### src/rtl/ma_feeder_pkg.sv
// Shared types and sizing helpers for the MA operand feeder.
package ma_feeder_pkg;

  typedef enum logic [2:0] {
    IDLE,
    LOAD_KERN,
    LOAD_WIN,
    START,
    WAIT,
    OUTPUT,
    FLUSH
  } state_t;

  localparam int DEF_KERNEL_SIZE = 3;
  localparam int DEF_CHANNELS    = 1;

  // Index width for a counter covering 0..n-1, never narrower than 1 bit.
  function automatic int idx_w(int n);
    return (n > 1) ? $clog2(n) : 1;
  endfunction

endpackage

### src/rtl/ma_feeder_if.sv
// Word-stream and result-beat handshakes between the data movers and ma_feeder.
interface ma_feeder_if #(
  parameter int DATA_WIDTH = 32,
  parameter int CHANNELS   = 1
);

  logic [DATA_WIDTH-1:0]  s_kern_data;
  logic                   s_kern_valid;
  logic                   s_kern_ready;
  logic [DATA_WIDTH-1:0]  s_pix_data;
  logic                   s_pix_valid;
  logic                   s_pix_ready;
  logic [CHANNELS*32-1:0] m_res_data;
  logic                   m_res_valid;
  logic                   m_res_ready;

  modport master (
    output s_kern_data, s_kern_valid, input s_kern_ready,
    output s_pix_data,  s_pix_valid,  input s_pix_ready,
    input  m_res_data,  m_res_valid,  output m_res_ready
  );

  modport slave (
    input  s_kern_data, s_kern_valid, output s_kern_ready,
    input  s_pix_data,  s_pix_valid,  output s_pix_ready,
    output m_res_data,  m_res_valid,  input  m_res_ready
  );

endinterface

### src/rtl/ma_feeder_loader.sv
// Word counter plus shift-in operand register; first accepted word ends up in slot 0.
module ma_feeder_loader
  import ma_feeder_pkg::*;
#(
  parameter int DATA_WIDTH = 32,
  parameter int WORDS      = 9
) (
  input  logic                        clk,
  input  logic                        rst_n,
  input  logic                        en,
  input  logic                        valid,
  input  logic [DATA_WIDTH-1:0]       data,
  output logic [WORDS*DATA_WIDTH-1:0] operands,
  output logic                        last
);

  localparam int CNT_W = idx_w(WORDS);

  logic [CNT_W-1:0]                  cnt;
  logic [WORDS-1:0][DATA_WIDTH-1:0]  words;
  logic                              take;

  assign take     = en && valid;
  assign last     = take && (cnt == CNT_W'(WORDS-1));
  assign operands = words;

  // Shifting toward slot 0 avoids a per-word write decoder.
  always_ff @(posedge clk or negedge rst_n) begin
    if (!rst_n) begin
      cnt   <= '0;
      words <= '0;
    end else if (take) begin
      cnt <= last ? '0 : cnt + 1'b1;
      for (int i = 0; i < WORDS-1; i++) words[i] <= words[i+1];
      words[WORDS-1] <= data;
    end
  end

endmodule

### src/rtl/ma_feeder.sv
// MA initiator: loads kernel/window operands, pulses mstart, gathers per-channel sums.
// Optional WAIT watchdog with MA flush enabled by `define MA_FEEDER_TIMEOUT_EN.
module ma_feeder
  import ma_feeder_pkg::*;
#(
  parameter int DATA_WIDTH     = 32,
  parameter int KERNEL_SIZE    = DEF_KERNEL_SIZE,
  parameter int CHANNELS       = DEF_CHANNELS,
  parameter int TAPS           = KERNEL_SIZE*KERNEL_SIZE,
  parameter int WORDS          = CHANNELS*TAPS,
  parameter int TIMEOUT_CYCLES = 1024
) (
  input  logic                        clk,
  input  logic                        rst_n,
  ma_feeder_if.slave                  bus,
  output logic [WORDS*DATA_WIDTH-1:0] multiplier_o,
  output logic [WORDS*DATA_WIDTH-1:0] multiplicand_o,
  output logic [TAPS-1:0]             mstart_o,
  output logic                        ma_rst_o,
  input  logic [CHANNELS*32-1:0]      final_accumulate_i,
  input  logic [CHANNELS-1:0]         final_ready_i,
  output logic                        kernel_valid_o,
  output logic                        busy_o,
  output logic                        timeout_o
);

  state_t                    state, state_nx;
  logic                      kern_en, pix_en, kern_last, pix_last, res_valid;
  logic                      all_done, wd_expire, flush_done;
  logic [CHANNELS-1:0]       mask;
  logic [CHANNELS-1:0][31:0] res_q;

  // Count this cycle's strobes so the last ready moves to OUTPUT without a bubble.
  assign all_done = &(mask | final_ready_i);

  ma_feeder_loader #(.DATA_WIDTH(DATA_WIDTH), .WORDS(WORDS)) u_kern (
    .clk      (clk),
    .rst_n    (rst_n),
    .en       (kern_en),
    .valid    (bus.s_kern_valid),
    .data     (bus.s_kern_data),
    .operands (multiplier_o),
    .last     (kern_last)
  );

  ma_feeder_loader #(.DATA_WIDTH(DATA_WIDTH), .WORDS(WORDS)) u_win (
    .clk      (clk),
    .rst_n    (rst_n),
    .en       (pix_en),
    .valid    (bus.s_pix_valid),
    .data     (bus.s_pix_data),
    .operands (multiplicand_o),
    .last     (pix_last)
  );

`ifdef MA_FEEDER_TIMEOUT_EN
  localparam int WD_W = idx_w(TIMEOUT_CYCLES);

  logic [WD_W-1:0] wdog;
  logic            flush_cnt, timeout_q;

  assign wd_expire  = (wdog == WD_W'(TIMEOUT_CYCLES-1));
  assign flush_done = flush_cnt;
  assign timeout_o  = timeout_q;

  always_ff @(posedge clk or negedge rst_n) begin
    if (!rst_n) begin
      wdog      <= '0;
      flush_cnt <= 1'b0;
      timeout_q <= 1'b0;
    end else begin
      if (state == START)     wdog <= '0;
      else if (state == WAIT) wdog <= wdog + 1'b1;
      // Second FLUSH cycle is marked so ma_rst_o spans exactly two cycles.
      flush_cnt <= (state == FLUSH) && !flush_cnt;
      if (state == WAIT && state_nx == FLUSH) timeout_q <= 1'b1;
    end
  end
`else
  assign wd_expire  = 1'b0;
  assign flush_done = 1'b1;
  assign timeout_o  = 1'b0;
`endif

  always_ff @(posedge clk or negedge rst_n) begin
    if (!rst_n) state <= IDLE;
    else        state <= state_nx;
  end

  always_comb begin
    state_nx  = state;
    kern_en   = 1'b0;
    pix_en    = 1'b0;
    res_valid = 1'b0;
    ma_rst_o  = 1'b0;
    mstart_o  = '0;
    case (state)
      IDLE: begin
        if (bus.s_kern_valid)                        state_nx = LOAD_KERN;
        else if (bus.s_pix_valid && kernel_valid_o)  state_nx = LOAD_WIN;
      end
      LOAD_KERN: begin
        kern_en = 1'b1;
        if (kern_last) state_nx = IDLE;
      end
      LOAD_WIN: begin
        pix_en = 1'b1;
        if (pix_last) state_nx = START;
      end
      START: begin
        mstart_o = '1;
        state_nx = WAIT;
      end
      WAIT: begin
        if (all_done)       state_nx = OUTPUT;
        else if (wd_expire) state_nx = FLUSH;
      end
      OUTPUT: begin
        res_valid = 1'b1;
        if (bus.m_res_ready) state_nx = IDLE;
      end
      FLUSH: begin
`ifdef MA_FEEDER_TIMEOUT_EN
        ma_rst_o = 1'b1;
`endif
        if (flush_done) state_nx = IDLE;
      end
      default: state_nx = IDLE;
    endcase
  end

  // Kernel is invalidated as soon as a reload starts; it survives flushes.
  always_ff @(posedge clk or negedge rst_n) begin
    if (!rst_n)                                kernel_valid_o <= 1'b0;
    else if (state == IDLE && bus.s_kern_valid) kernel_valid_o <= 1'b0;
    else if (state == LOAD_KERN && kern_last)   kernel_valid_o <= 1'b1;
  end

  always_ff @(posedge clk or negedge rst_n) begin
    if (!rst_n) begin
      mask  <= '0;
      res_q <= '0;
    end else if (state == START) begin
      mask <= '0;
    end else if (state == WAIT) begin
      mask <= mask | final_ready_i;
      for (int c = 0; c < CHANNELS; c++)
        if (final_ready_i[c]) res_q[c] <= final_accumulate_i[c*32 +: 32];
    end
  end

  assign busy_o           = (state != IDLE);
  assign bus.s_kern_ready = kern_en;
  assign bus.s_pix_ready  = pix_en;
  assign bus.m_res_valid  = res_valid;
  assign bus.m_res_data   = res_q;

endmodule

### src/flat_wrapper.sv
// flat-port wrapper written by rule: the top's interface ports become plain ports
module ma_feeder_flat import ma_feeder_pkg::*;
#(
  parameter int DATA_WIDTH     = 32,
  parameter int KERNEL_SIZE    = DEF_KERNEL_SIZE,
  parameter int CHANNELS       = DEF_CHANNELS,
  parameter int TAPS           = KERNEL_SIZE*KERNEL_SIZE,
  parameter int WORDS          = CHANNELS*TAPS,
  parameter int TIMEOUT_CYCLES = 1024
)
  (clk, rst_n, multiplier_o, multiplicand_o, mstart_o, ma_rst_o, final_accumulate_i, final_ready_i, kernel_valid_o, busy_o, timeout_o, bus_s_kern_data, bus_s_kern_valid, bus_s_kern_ready, bus_s_pix_data, bus_s_pix_valid, bus_s_pix_ready, bus_m_res_data, bus_m_res_valid, bus_m_res_ready);
  ma_feeder_if #(.DATA_WIDTH(DATA_WIDTH), .CHANNELS(CHANNELS)) bus_i ();
  input  logic clk;
  input  logic rst_n;
  output logic [WORDS*DATA_WIDTH-1:0] multiplier_o;
  output logic [WORDS*DATA_WIDTH-1:0] multiplicand_o;
  output logic [TAPS-1:0] mstart_o;
  output logic ma_rst_o;
  input  logic [CHANNELS*32-1:0] final_accumulate_i;
  input  logic [CHANNELS-1:0] final_ready_i;
  output logic kernel_valid_o;
  output logic busy_o;
  output logic timeout_o;
  input wire logic [$bits(bus_i.s_kern_data)-1:0] bus_s_kern_data;
  input wire logic [$bits(bus_i.s_kern_valid)-1:0] bus_s_kern_valid;
  output wire logic [$bits(bus_i.s_kern_ready)-1:0] bus_s_kern_ready;
  input wire logic [$bits(bus_i.s_pix_data)-1:0] bus_s_pix_data;
  input wire logic [$bits(bus_i.s_pix_valid)-1:0] bus_s_pix_valid;
  output wire logic [$bits(bus_i.s_pix_ready)-1:0] bus_s_pix_ready;
  output wire logic [$bits(bus_i.m_res_data)-1:0] bus_m_res_data;
  output wire logic [$bits(bus_i.m_res_valid)-1:0] bus_m_res_valid;
  input wire logic [$bits(bus_i.m_res_ready)-1:0] bus_m_res_ready;
  assign bus_i.s_kern_data = bus_s_kern_data;
  assign bus_i.s_kern_valid = bus_s_kern_valid;
  assign bus_s_kern_ready = bus_i.s_kern_ready;
  assign bus_i.s_pix_data = bus_s_pix_data;
  assign bus_i.s_pix_valid = bus_s_pix_valid;
  assign bus_s_pix_ready = bus_i.s_pix_ready;
  assign bus_m_res_data = bus_i.m_res_data;
  assign bus_m_res_valid = bus_i.m_res_valid;
  assign bus_i.m_res_ready = bus_m_res_ready;
  ma_feeder #(.DATA_WIDTH(DATA_WIDTH), .KERNEL_SIZE(KERNEL_SIZE), .CHANNELS(CHANNELS), .TAPS(TAPS), .WORDS(WORDS), .TIMEOUT_CYCLES(TIMEOUT_CYCLES)) u_core (.clk(clk), .rst_n(rst_n), .bus(bus_i), .multiplier_o(multiplier_o), .multiplicand_o(multiplicand_o), .mstart_o(mstart_o), .ma_rst_o(ma_rst_o), .final_accumulate_i(final_accumulate_i), .final_ready_i(final_ready_i), .kernel_valid_o(kernel_valid_o), .busy_o(busy_o), .timeout_o(timeout_o));
endmodule
### config.mk
export PLATFORM = sky130hd
export DESIGN_NAME = ma_feeder_flat
export DESIGN_NICKNAME = d
export VERILOG_FILES = /design/src/rtl/ma_feeder_pkg.sv /design/src/rtl/ma_feeder_if.sv /design/src/rtl/ma_feeder_loader.sv /design/src/rtl/ma_feeder.sv /design/src/flat_wrapper.sv
export SDC_FILE = /design/constraint.sdc
export NUM_CORES = 1
export LEC_CHECK = 0
export BUFFER_PORTS_ARGS = -buffer_cell sky130_fd_sc_hd__clkbuf_2
export CAP_MARGIN = 30
export CORE_AREA = 5 5 280 282
export CTS_CLUSTER_DIAMETER = 60
export DETAILED_ROUTE_END_ITERATION = 7
export DIE_AREA = 0 0 285 287
export GPL_ROUTABILITY_DRIVEN = 0
export PLACE_DENSITY = 0.68
export SETUP_SLACK_MARGIN = 0.02
export SYNTH_ARGS = -nofsm -noshare
export SYNTH_HDL_FRONTEND = slang
export SYNTH_SLANG_ARGS = --single-unit
### constraint.sdc
create_clock -name clk -period 1.77 [get_ports clk]
set_clock_uncertainty 0.15 [all_clocks]
set_input_delay 0.2655 -clock clk [delete_from_list [all_inputs] [get_ports clk]]
set_output_delay 0.2655 -clock clk [all_outputs]
set_load 0.05 [all_outputs]
==> impl_metrics.tcl, run 1 <==
set metrics [dict create \
    status "complete, but fails checks" \
    finalHoldViolations 0 \
    fin_crit_ns 2.17 \
    drc 0 \
    finalSetupViolCount 643 \
    grt_max_degree 69 \
    htreeDepth 3 \
    syn_inst 1985 \
    wl_per_cell_um 21.9 \
    fmax_mhz 462 \
    dieWidth_um 285 \
    crit_family "buffers and inverters" \
    routed_wl_um 88500 \
    power.leakage_nw 19.7 \
    port_buffers 723 \
    drive_above_1_share_pct 48.1 \
    ir_drop_v 0.00155 \
    dr.pass1.iters 6 \
    crit_type "reg2reg" \
    numCtsBuffers 75 \
    worstPathArrival_ns 2.49 \
    antenna_cells 0 \
    grt-ovfl-total 0 \
    finalSetupTns_ns -141.91 \
    powerDensity_nw_per_um2 2190 \
    timing.final.crit_share_pct 122 \
    endpoint_kind "register" \
    drt_iter0_drc 1406 \
    synthDistinctLibCells 37 \
    rsz0062_at_grt "true" \
    ys_ff_latch 621 \
    cts_tree "done" \
    maxCapViolations 0 \
    die_y_um 287 \
    num_vias 19042 \
    core_area_um2 75400 \
    clock_sinks 621 \
    start_util_pct 32.6 \
    r2r-start "u_core.state[0]" \
    clk_path_buf_depth 3 \
    r2r_slack_ns -0.40 \
    worst_slack_ns -0.395 \
    yosys_warnings 0 \
    antenna_found_initial 0 \
    ant_nets 0 \
    violations "negative setup slack" \
    slowest_delay_ns 0.39 \
    holdCritPathClass "in2async" \
    clockRootBuffer "clkbuf_16" \
    startpoint_type "register" \
    syn_avg_cell_area_um2 12.4 \
    area_delta_synth_final_pct 48.8 \
    clk_pin_slew_ns 0.06 \
    clk_latency_ns 0.60 \
    maxSlewViolCount 0 \
    crit_chain "buf_4 -> nor4bb_4 -> buf_6 -> buf_12 -> buf_12 -> buf_12 -> buf_16 -> mux2_4" \
    row_count 101 \
    place_hpwl_um 59700 \
    cp_common_cell "buf_12" \
    ioPinCount 726 \
    ys_seq_area_share_pct 63.1 \
    grt_pass1_vias 19281 \
    required_ns 2.10 \
    fillers 6397 \
    die_area_um2 81800 \
    fin_nets 3118 \
    path_max_fanout 6 \
    syn-cell-area_um2 24600 \
    dp_slack_ns -0.198 \
    whs_ns 0.0572 \
    post_drt_via_cell_ratio 4.71 \
    crit_path_start "u_core.state[0]" \
    track_usage_pct 19.8 \
    path_buf_inv 6 \
    grt_pass1_wl_um 126000 \
    cp_slowest_cell "dfrtp_1" \
]
[worst paths after layout]
check | to | cells past startpoint
max in group asynchronous | u_core.bus.m_res_data[5] | 3
worst min-delay path | u_core.u_win.operands[140] | 2
worst max-delay path | u_core.u_win.operands[197] | 8
worst min register to register | u_core.u_kern.operands[14] | 2
worst max register to register | u_core.u_win.operands[197] | 8
min in group clk | u_core.state[0] | 5
[per-layer routing]
| layer | vias up | routed length [µm] | part of all wire, % | GRT usage, % |
|---|---|---|---|---|
| met5 | - | 0 | 0 | 0 |
| met4 | 0 | 5080 | 5.7 | 9.60 |
| met3 | 250 | 5910 | 6.7 | 4.59 |
| met2 | 850 | 40800 | 46 | 31.2 |
| met1 | 9478 | 36700 | 41 | 26.1 |
| li1 | 8464 | - | - | - |
[state kept, by name (all words and copies together), names as in the netlist]
| register | cells |
|---|---|
| u_core.state | 3 |
| u_core.u_kern.cnt | 4 |
| u_core.bus.m_res_data | 32 |
| u_core.mask | 1 |
| u_core.u_kern.operands | 288 |
| u_core.u_win.cnt | 4 |
| u_core.u_win.operands | 288 |
| u_core.kernel_valid_o | 1 |
[power breakdown]
| part | internal [W] | switching, W |
|---|---|---|
| logic | 0.0127 | 0.0273 |
| clock network | 0.00904 | 0.00626 |
| registers | 0.0193 | 0.00556 |
[metrics by stage]
stage | util (%) | area (µm²) | instances | total power [W]
2_1_floorplan | - | 24900 | 1986 | 0.0495
3_3_place_gp | 40.2 | 30300 | 3712 | 0.0599
3_5_place_dp | 40.2 | 30300 | 3712 | 0.0604
4_1_cts | 46.7 | 35200 | 3993 | 0.0782
5_1_grt | 48.5 | 36600 | 4042 | 0.0834
6_report | 48.5 | 36600 | 4042 | 0.0802
[worst register-to-register path, cell delays in order (launching register included)]
cell and delay (ns):
dfrtp_1 0.39, buf_4 0.15, nor4bb_4 0.32, buf_6 0.17, buf_12 0.16, buf_12 0.18
buf_12 0.12, buf_16 0.12, mux2_4 0.30
[logic make-up (layout without fill, tap and decap cells)]
logic type,after synthesis,count (layout),share of synthesized area (%)
other,1,2,0.0152
multiplexers,323,323,17.8
flip-flops,621,621,63.1
XOR/XNOR,2,2,0.0712
AND/OR/NAND/NOR,897,898,14.0
adder cells (fa/ha/maj),4,4,0.203
buffers and inverters,120,1197,4.35
AO/OA/AOI/OAI,17,17,0.422
[synth_stat cells]
master	count	area [µm²]
buf_6	19	214
nor4bb_4	1	25.0
or3_1	1	6.26
nor3b_4	1	18.8
mux2i_1	1	10.0
a211o_1	1	8.76
and3b_1	1	8.76
nand2b_4	1	13.8
a2111oi_0	1	8.76
xnor2_1	1	8.76
nor3_1	4	20.0
dfrtp_1	621	15500
a22o_1	2	17.5
and4b_1	1	10.0
and3_1	1	6.26
a31oi_1	2	12.5
inv_1	7	26.3
or2_2	1	6.26
conb_1	1	3.75
buf_4	22	165
buf_2	21	105
buf_12	22	440
nor2_1	11	41.3
nand2_1	872	3270
o21ai_1	1	5.00
mux2_4	200	3000
nand4bb_1	1	11.3
o21ai_0	6	30.0
mux2_1	29	327
buf_8	1	15.0
xor2_1	1	8.76
a21oi_1	3	15.0
ha_1	4	50.1
clkbuf_1	28	105
o22ai_1	1	6.26
mux2_2	93	1050
nand2b_1	1	6.26
[placed cells by master, fill, tap and decap left out, types with 2 or more instances in the layout]
cell and instances:
clkinv_2 8, nand2b_4 2, buf_4 77, clkbuf_16 104, and3_4 2, buf_8 27
a22o_1 2, inv_6 3, clkinvlp_4 3, buf_6 37, a31oi_1 2, conb_1 2
nor2_1 8, dlygate4sd3_1 99, clkbuf_8 39, nor2_4 2, nor3_4 4, o21ai_0 4
buf_12 64, clkinv_4 2, o21ai_1 2, clkbuf_2 679, clkbuf_1 13, mux2_2 21
dfrtp_2 29, bufinv_16 4, clkinv_8 6, inv_8 4, mux2_4 301, dfrtp_1 592
inv_1 5, ha_1 4, a21oi_1 2, nand2_1 849, nand2_2 22, inv_4 2
buf_16 20
[area by class of cell]
cell class | count | area (µm²) | area share, %
clock buffers | 99 | 2100 | 5.73
repair buffers | 1061 | 8740 | 23.9
clock inverters | 30 | 369 | 1.01
flip-flops and latches | 621 | 15600 | 42.5
inverters | 7 | 31.3 | 0.0854
well taps | 978 | 1220 | 3.34
multi-input cells | 1246 | 8580 | 23.4
[what timing repair did]
action | CTS | global route
resized for setup | 173 | 142
buffers inserted | 37 | 21
endpoints found under the hold margin | 627 | 0
pin swaps | 6 | 18
setup endpoints to repair | 934 | 1054
cloned | 17 | 31
hold buffers | 99 | 0
Power figures use the tool's default switching activity.
==> inputs of run 2 (changes only) <==
- ABC_AREA: unset -> 1
- CORE_AREA: 5 5 280 282 -> 5 5 276 278
- DIE_AREA: 0 0 285 287 -> 0 0 281 283
- PLACE_DENSITY: 0.68 -> 0.67
==> impl_metrics.tcl, run 2 <==
set metrics [dict create \
    drive_above_1_share_pct 30.9 \
    final_common_cell "nand2_1" \
    timing.final.crit_share_pct 121 \
    grt_pass1_wl_um 128000 \
    multi_input_area_um2 7110 \
    async_flop_share_pct 100 \
    path_max_fanout 5 \
    place_hpwl_um 60300 \
    seqPwrFrac_pct 30.9 \
    worst_slack_ns -0.369 \
    endpoint_kind "primary output" \
    synthDistinctLibCells 24 \
    clk_path_buf_depth 3 \
    ant_nets 0 \
    crit_chain "buf_6 -> inv_4 -> nor2_4 -> nand2_4 -> clkinvlp_4 -> clkbuf_8" \
    core_area_um2 73700 \
    synth_area_leader_cell "dfrtp_1" \
    dieWidth_um 281 \
    seq_area_um2 15600 \
    wl_per_cell_um 19.9 \
    drc 0 \
    switching_power_w 0.0419 \
    fin_nets 3608 \
    htreeDepth 3 \
    violations "negative setup slack" \
    post_drt_via_cell_ratio 4.65 \
    syn_inst 2574 \
    maxSlewViolCount 0 \
    stdcell_area_um2 35600 \
    start_util_pct 31.9 \
    numCtsBuffers 73 \
    yosys_warnings 0 \
    fillers 6612 \
    ys_seq_area_share_pct 66.2 \
    r2r_slack_ns -0.15 \
    syn-cell-area_um2 23500 \
    dr.pass1.iters 6 \
    maxCapViolations 0 \
    antenna_found_initial 2 \
    synth_common_cells "nand2_1 (1606), dfrtp_1 (621), buf_2 (104), o21ai_0 (71), inv_1 (48)" \
    placed_area_um2 28900 \
    p_comb_share_pct 49.9 \
    dp_slack_ns 0.00821 \
    finalHoldViolations 0 \
    ys.flop_type "dfrtp_1" \
    netlist.area_leader.share_pct 66.2 \
    clockRootBuffer "clkbuf_16" \
    port_buffers 723 \
    track_usage_pct 20.5 \
    fmax_mhz 468 \
    die_y_um 283 \
    area_delta_synth_final_pct 51.5 \
    grt_max_degree 82 \
    finalSetupTns_ns -21.04 \
    power.leakage_nw 19.7 \
    clockPowerShare_pct 19.2 \
    startpoint_type "register" \
    finalSetupViolCount 411 \
    slowest_delay_ns 0.38 \
    synth_edf_count 0 \
    clk_latency_ns 0.61 \
    grt_pass1_vias 20150 \
    syn_avg_cell_area_um2 9.13 \
    ys_ff_latch 621 \
    clk_pin_slew_ns 0.06 \
    clock_sinks 621 \
    ioPinCount 726 \
    row_count 100 \
    num_vias 21063 \
    whs_ns 0.187 \
    grt-ovfl-total 0 \
    fin_crit_ns 2.14 \
    p_int_w 0.0405 \
    ir_drop_v 0.00167 \
    die_area_um2 79500 \
    cp_slowest_cell "dfrtp_1" \
    powerDensity_nw_per_um2 2320 \
    final_cell_mix "nand2_1 (1597), dfrtp_1 (590), clkbuf_2 (368), clkbuf_4 (249), clkbuf_8 (111)" \
    status "complete, but fails checks" \
    switching_share_pct 50.9 \
    fin_util_pct 48.3 \
    crit_type "reg2out" \
    holdCritPathClass "in2async" \
    yosys-top-cells-area "dfrtp_1 (66%), nand2_1 (26%), buf_2 (2.2%)" \
    rsz0062_at_grt "true" \
    routed_wl_um 90300 \
    synthMostInstantiatedCell "nand2_1" \
    worstPathArrival_ns 1.72 \
    drt_iter0_drc 1700 \
    cts_tree "done" \
    required_ns 1.35 \
]
-- run 2: changes by cell type after synthesis, moves of 19 or more --
cell,delta
nand2_1,+734
mux2_4,-200
buf_2,+83
o21ai_0,+65
mux2_2,-61
inv_1,+41
mux2_1,-29
buf_12,-22
buf_6,-19
-- run 2: worst max-delay path, delay by kind of cell, from the launching register on --
family	cells	cell delay, ns
buffers and inverters	4	0.60
flip-flops	1	0.38
AND/OR/NAND/NOR	2	0.14
-- run 2: logic make-up (layout without fill, tap and decap cells) --
logic type	count (synthesis)	after routing	share of synthesized area (%)
simple gates	1636	1636	26.3
mux	32	32	1.53
compound gates	85	85	1.83
buf+inv	193	1177	3.86
other cells	1	4	0.0160
flops	621	621	66.2
fa+ha+maj	4	4	0.213
xor+xnor	2	2	0.0746
-- run 2: final cells by class --
class                           count  area share, %
Antenna cell                        2         0.0141
Clock buffer                       98           5.88
Clock inverter                     34           1.35
Inverter                           52          0.682
Multi-Input combinational cell   1761           20.0
Sequential cell                   621           43.8
Tap cell                          969           3.41
Timing Repair Buffer              988           24.7
Timing Repair inverter              5          0.176
-- run 2: layer usage --
metal	global-route usage, %	vias to the layer above	part of all wire (%)	routed length, µm
li1	-	9723	-	-
met1	28.1	10210	43	38400
met2	31.7	874	46	41200
met3	3.63	256	6.3	5700
met4	9.93	0	5.4	4880
met5	0	-	0	0
-- run 2: through the flow --
stage               power (W)  instances
finish                 0.0824       4530
global route           0.0859       4529
CTS                    0.0809       4463
detailed placement     0.0619       4222
global placement       0.0614       4222
floorplan              0.0500       2575
-- run 2: power groups by stage --
stage	combinational (W)	clock (W)	sequential (W)
2_1_floorplan	0.00715	0	0.0428
3_3_place_gp	0.0362	0	0.0253
3_5_place_dp	0.0365	0	0.0253
4_1_cts	0.0394	0.0162	0.0252
5_1_grt	0.0431	0.0168	0.0261
6_report	0.0412	0.0158	0.0254
-- run 2: timing repair --
action                                 in CTS  in global routing
setup endpoints to repair                 385                679
pin swaps                                   0                  2
hold buffers                              102                  0
cloned                                      1                 40
endpoints found under the hold margin     722                  0
setup buffers                               6                 25
gates resized for setup                   501                 78
-- run 2: path summary, 6_finish.rpt --
path | startpoint | end | cells past startpoint
max | u_core.state[1] | mstart_o[5] | 6
min | rst_n | u_core.u_kern.operands[125] | 3
max reg2reg | u_core.state[1] | u_core.u_kern.operands[286] | 10
min reg2reg | u_core.u_win.operands[19] | u_core.u_win.operands[19] | 2
max in group asynchronous | rst_n | u_core.u_win.operands[213] | 3
min in group clk | bus_s_kern_data[2] | u_core.u_kern.operands[258] | 4
==> inputs of run 3 (changes only) <==
- CORE_AREA: 5 5 276 278 -> 5 5 279 281
- DIE_AREA: 0 0 281 283 -> 0 0 284 286
- SYNTH_HIERARCHICAL: unset -> 1
==> impl_metrics.tcl, run 3 <==
set metrics [dict create \
    clk_latency_ns 0.61 \
    status "complete, but fails checks" \
    crit_path_start "u_core/state[0]" \
    finalSetupViolCount 630 \
    post_drt_via_cell_ratio 4.95 \
    slowest_delay_ns 0.40 \
    synth_area_leader_cell "dfrtp_1" \
    clk_path_buf_depth 3 \
    ys_seq_area_share_pct 64.9 \
    endpoint_kind "primary output" \
    finalHoldViolations 0 \
    numCtsBuffers 71 \
    syn_inst 2629 \
    num_vias 23096 \
    fillers 6215 \
    clockPowerShare_pct 18.1 \
    ys_ff_latch 621 \
    fin_nets 3738 \
    area_delta_synth_final_pct 62.7 \
    final_common_cell "nand2_1" \
    cp_slowest_cell "dfrtp_1" \
    clockRootBuffer "clkbuf_16" \
    grt_max_degree 79 \
    final_cell_mix "nand2_1 (1189), dfrtp_1 (611), clkbuf_2 (414), nand2_2 (243), clkbuf_4 (242)" \
    track_usage_pct 20.5 \
    switching_share_pct 51.1 \
    holdCritPathClass "in2async" \
    power.total_w 0.0848 \
    die_y_um 286 \
    clk_pin_slew_ns 0.06 \
    clock_sinks 621 \
    maxCapViolations 0 \
    syn-cell-area_um2 23900 \
    grt_pass1_vias 20883 \
    syn_avg_cell_area_um2 9.11 \
    place_hpwl_um 59000 \
    seqPwrFrac_pct 29.9 \
    switching_power_w 0.0433 \
    die_area_um2 81200 \
    synthDistinctLibCells 24 \
    core_area_um2 75200 \
    tightest_slew_ns 0.551 \
    dp_slack_ns -0.0279 \
    yosys-top-cells-area "dfrtp_1 (65%), nand2_1 (24%), o21ai_0 (2.8%)" \
    dp_cells 4275 \
    maxSlewViolCount 0 \
    stdcell_area_um2 39000 \
    slew_headroom_pct 63.2 \
    port_buffers 723 \
    startpoint_type "register" \
    ys.flop_type "dfrtp_1" \
    htreeDepth 3 \
    synth_common_cells "nand2_1 (1562), dfrtp_1 (621), o21ai_0 (132), inv_1 (78), buf_2 (61)" \
    start_util_pct 31.8 \
    violations "negative setup slack" \
    final_cells 4664 \
    cts_tree "done" \
    power.leakage_nw 21.6 \
    crit_chain "buf_6 -> nand3_4 -> clkinvlp_4 -> clkbuf_16" \
    path_max_fanout 4 \
    netlist.area_leader.share_pct 64.9 \
    drc 0 \
    r2r-start "u_core/state[1]" \
    timing.final.crit_share_pct 121 \
    crit_type "reg2out" \
    placed_area_um2 28800 \
    r2r_slack_ns -0.22 \
    p_int_w 0.0415 \
    row_count 101 \
    p_comb_share_pct 52.1 \
    wl_per_cell_um 22.3 \
    ant_nets 0 \
    antenna_found_initial 1 \
    grt-ovfl-total 0 \
    worstPathArrival_ns 1.72 \
    rsz0062_at_grt "true" \
    ioPinCount 726 \
    synthMostInstantiatedCell "nand2_1" \
    drt_iter0_drc 2297 \
    required_ns 1.35 \
    ir_drop_v 0.00141 \
    async_flop_share_pct 100 \
    dieWidth_um 284 \
    fmax_mhz 468 \
    fin_crit_ns 2.14 \
    drive_above_1_share_pct 41.5 \
    reg2reg_depth 12 \
    antenna_cells 0 \
    crit-reg2reg-capture "u_core/u_win/operands[176]" \
    yosys_warnings 6 \
    dr.pass1.iters 6 \
    grt_pass1_wl_um 130000 \
    routed_wl_um 104000 \
    worst_slack_ns -0.368 \
    worstSetupEndpoint "mstart_o[8]" \
    powerDensity_nw_per_um2 2180 \
    synth_edf_count 0 \
]
run 3: cell types whose count changed after synthesis, moves of 12 or more:
cell	change
nand2_1	-44
mux2_2	-32
buf_2	-43
inv_1	+30
buf_4	+12
nand3_1	+33
o21ai_0	+61
buf_6	+49
run 3: area by class of cell:
| type | count | area (µm²) | share of cell area [%] |
|---|---|---|---|
| clock buffer | 102 | 2080 | 5.35 |
| sequential | 621 | 15600 | 39.9 |
| multi-input combinational | 1780 | 8840 | 22.7 |
| timing repair inverter | 11 | 181 | 0.466 |
| timing repair buffer | 1065 | 10400 | 26.6 |
| inverter | 82 | 379 | 0.973 |
| clock inverter | 25 | 339 | 0.870 |
| tap | 978 | 1220 | 3.14 |
run 3: critical path: cells and delay by family, from the launching register on:
kind | cells | cell delay, ns
buffers and inverters | 3 | 0.60
DFF | 1 | 0.40
and+or+nand+nor | 1 | 0.12
run 3: worst min path at each step:
stage	end	slack (ns)
2_1_floorplan	u_core/bus.m_res_data[0]	-0.18
3_3_place_gp	u_core/u_win/operands[101]	0.02
3_5_place_dp	u_core/u_win/operands[101]	0.02
4_1_cts	u_core/u_win/operands[142]	0.10
5_1_grt	u_core/u_win/operands[161]	-0.009
6_report	u_core/u_win/operands[172]	0.02
run 3: power groups by stage:
stage / sequential, W / clock [W] / combinational [W]
6_report: 0.0253 / 0.0153 / 0.0442
5_1_grt: 0.0258 / 0.0162 / 0.0459
4_1_cts: 0.0244 / 0.0155 / 0.0385
3_5_place_dp: 0.0244 / 0 / 0.0351
3_3_place_gp: 0.0244 / 0 / 0.0347
2_1_floorplan: 0.0411 / 0 / 0.00797
run 3: kinds of logic after synthesis:
group | after synthesis | synth area share [%]
adders and majority gates | 4 | 0.209
other | 1 | 0.0157
buffers and inverters | 230 | 5.89
DFF | 621 | 64.9
AOI/OAI and AO/OA | 136 | 2.85
and+or+nand+nor | 1637 | 26.1
run 3: layer usage:
| metal | routed length (µm) | global-route usage (%) | up-vias |
|---|---|---|---|
| met5 | 0 | 0 | - |
| met4 | 5830 | 9.69 | 0 |
| met3 | 9170 | 4.95 | 334 |
| met2 | 48000 | 32.0 | 1344 |
| met1 | 41000 | 27.0 | 11340 |
| li1 | - | - | 10078 |
run 3: stage by stage:
step	utilization, %	hold WS [ns]	TNS [ns]
2_1_floorplan	-	-0.180	-22.11
3_3_place_gp	38.3	0.0161	0
3_5_place_dp	38.3	0.0153	-0.0735
4_1_cts	45.7	0.100	-18.82
5_1_grt	51.8	-0.00933	-113.74
6_report	51.8	0.0176	-65.52
run 3: timing repair:
| action | CTS | global route |
|---|---|---|
| setup endpoints to repair | 339 | 743 |
| setup buffers | 12 | 38 |
| gates cloned | 19 | 96 |
| gates resized for setup | 477 | 661 |
| hold buffers | 101 | 0 |
| endpoints found under the hold margin | 721 | 0 |
| pin swaps | 16 | 94 |
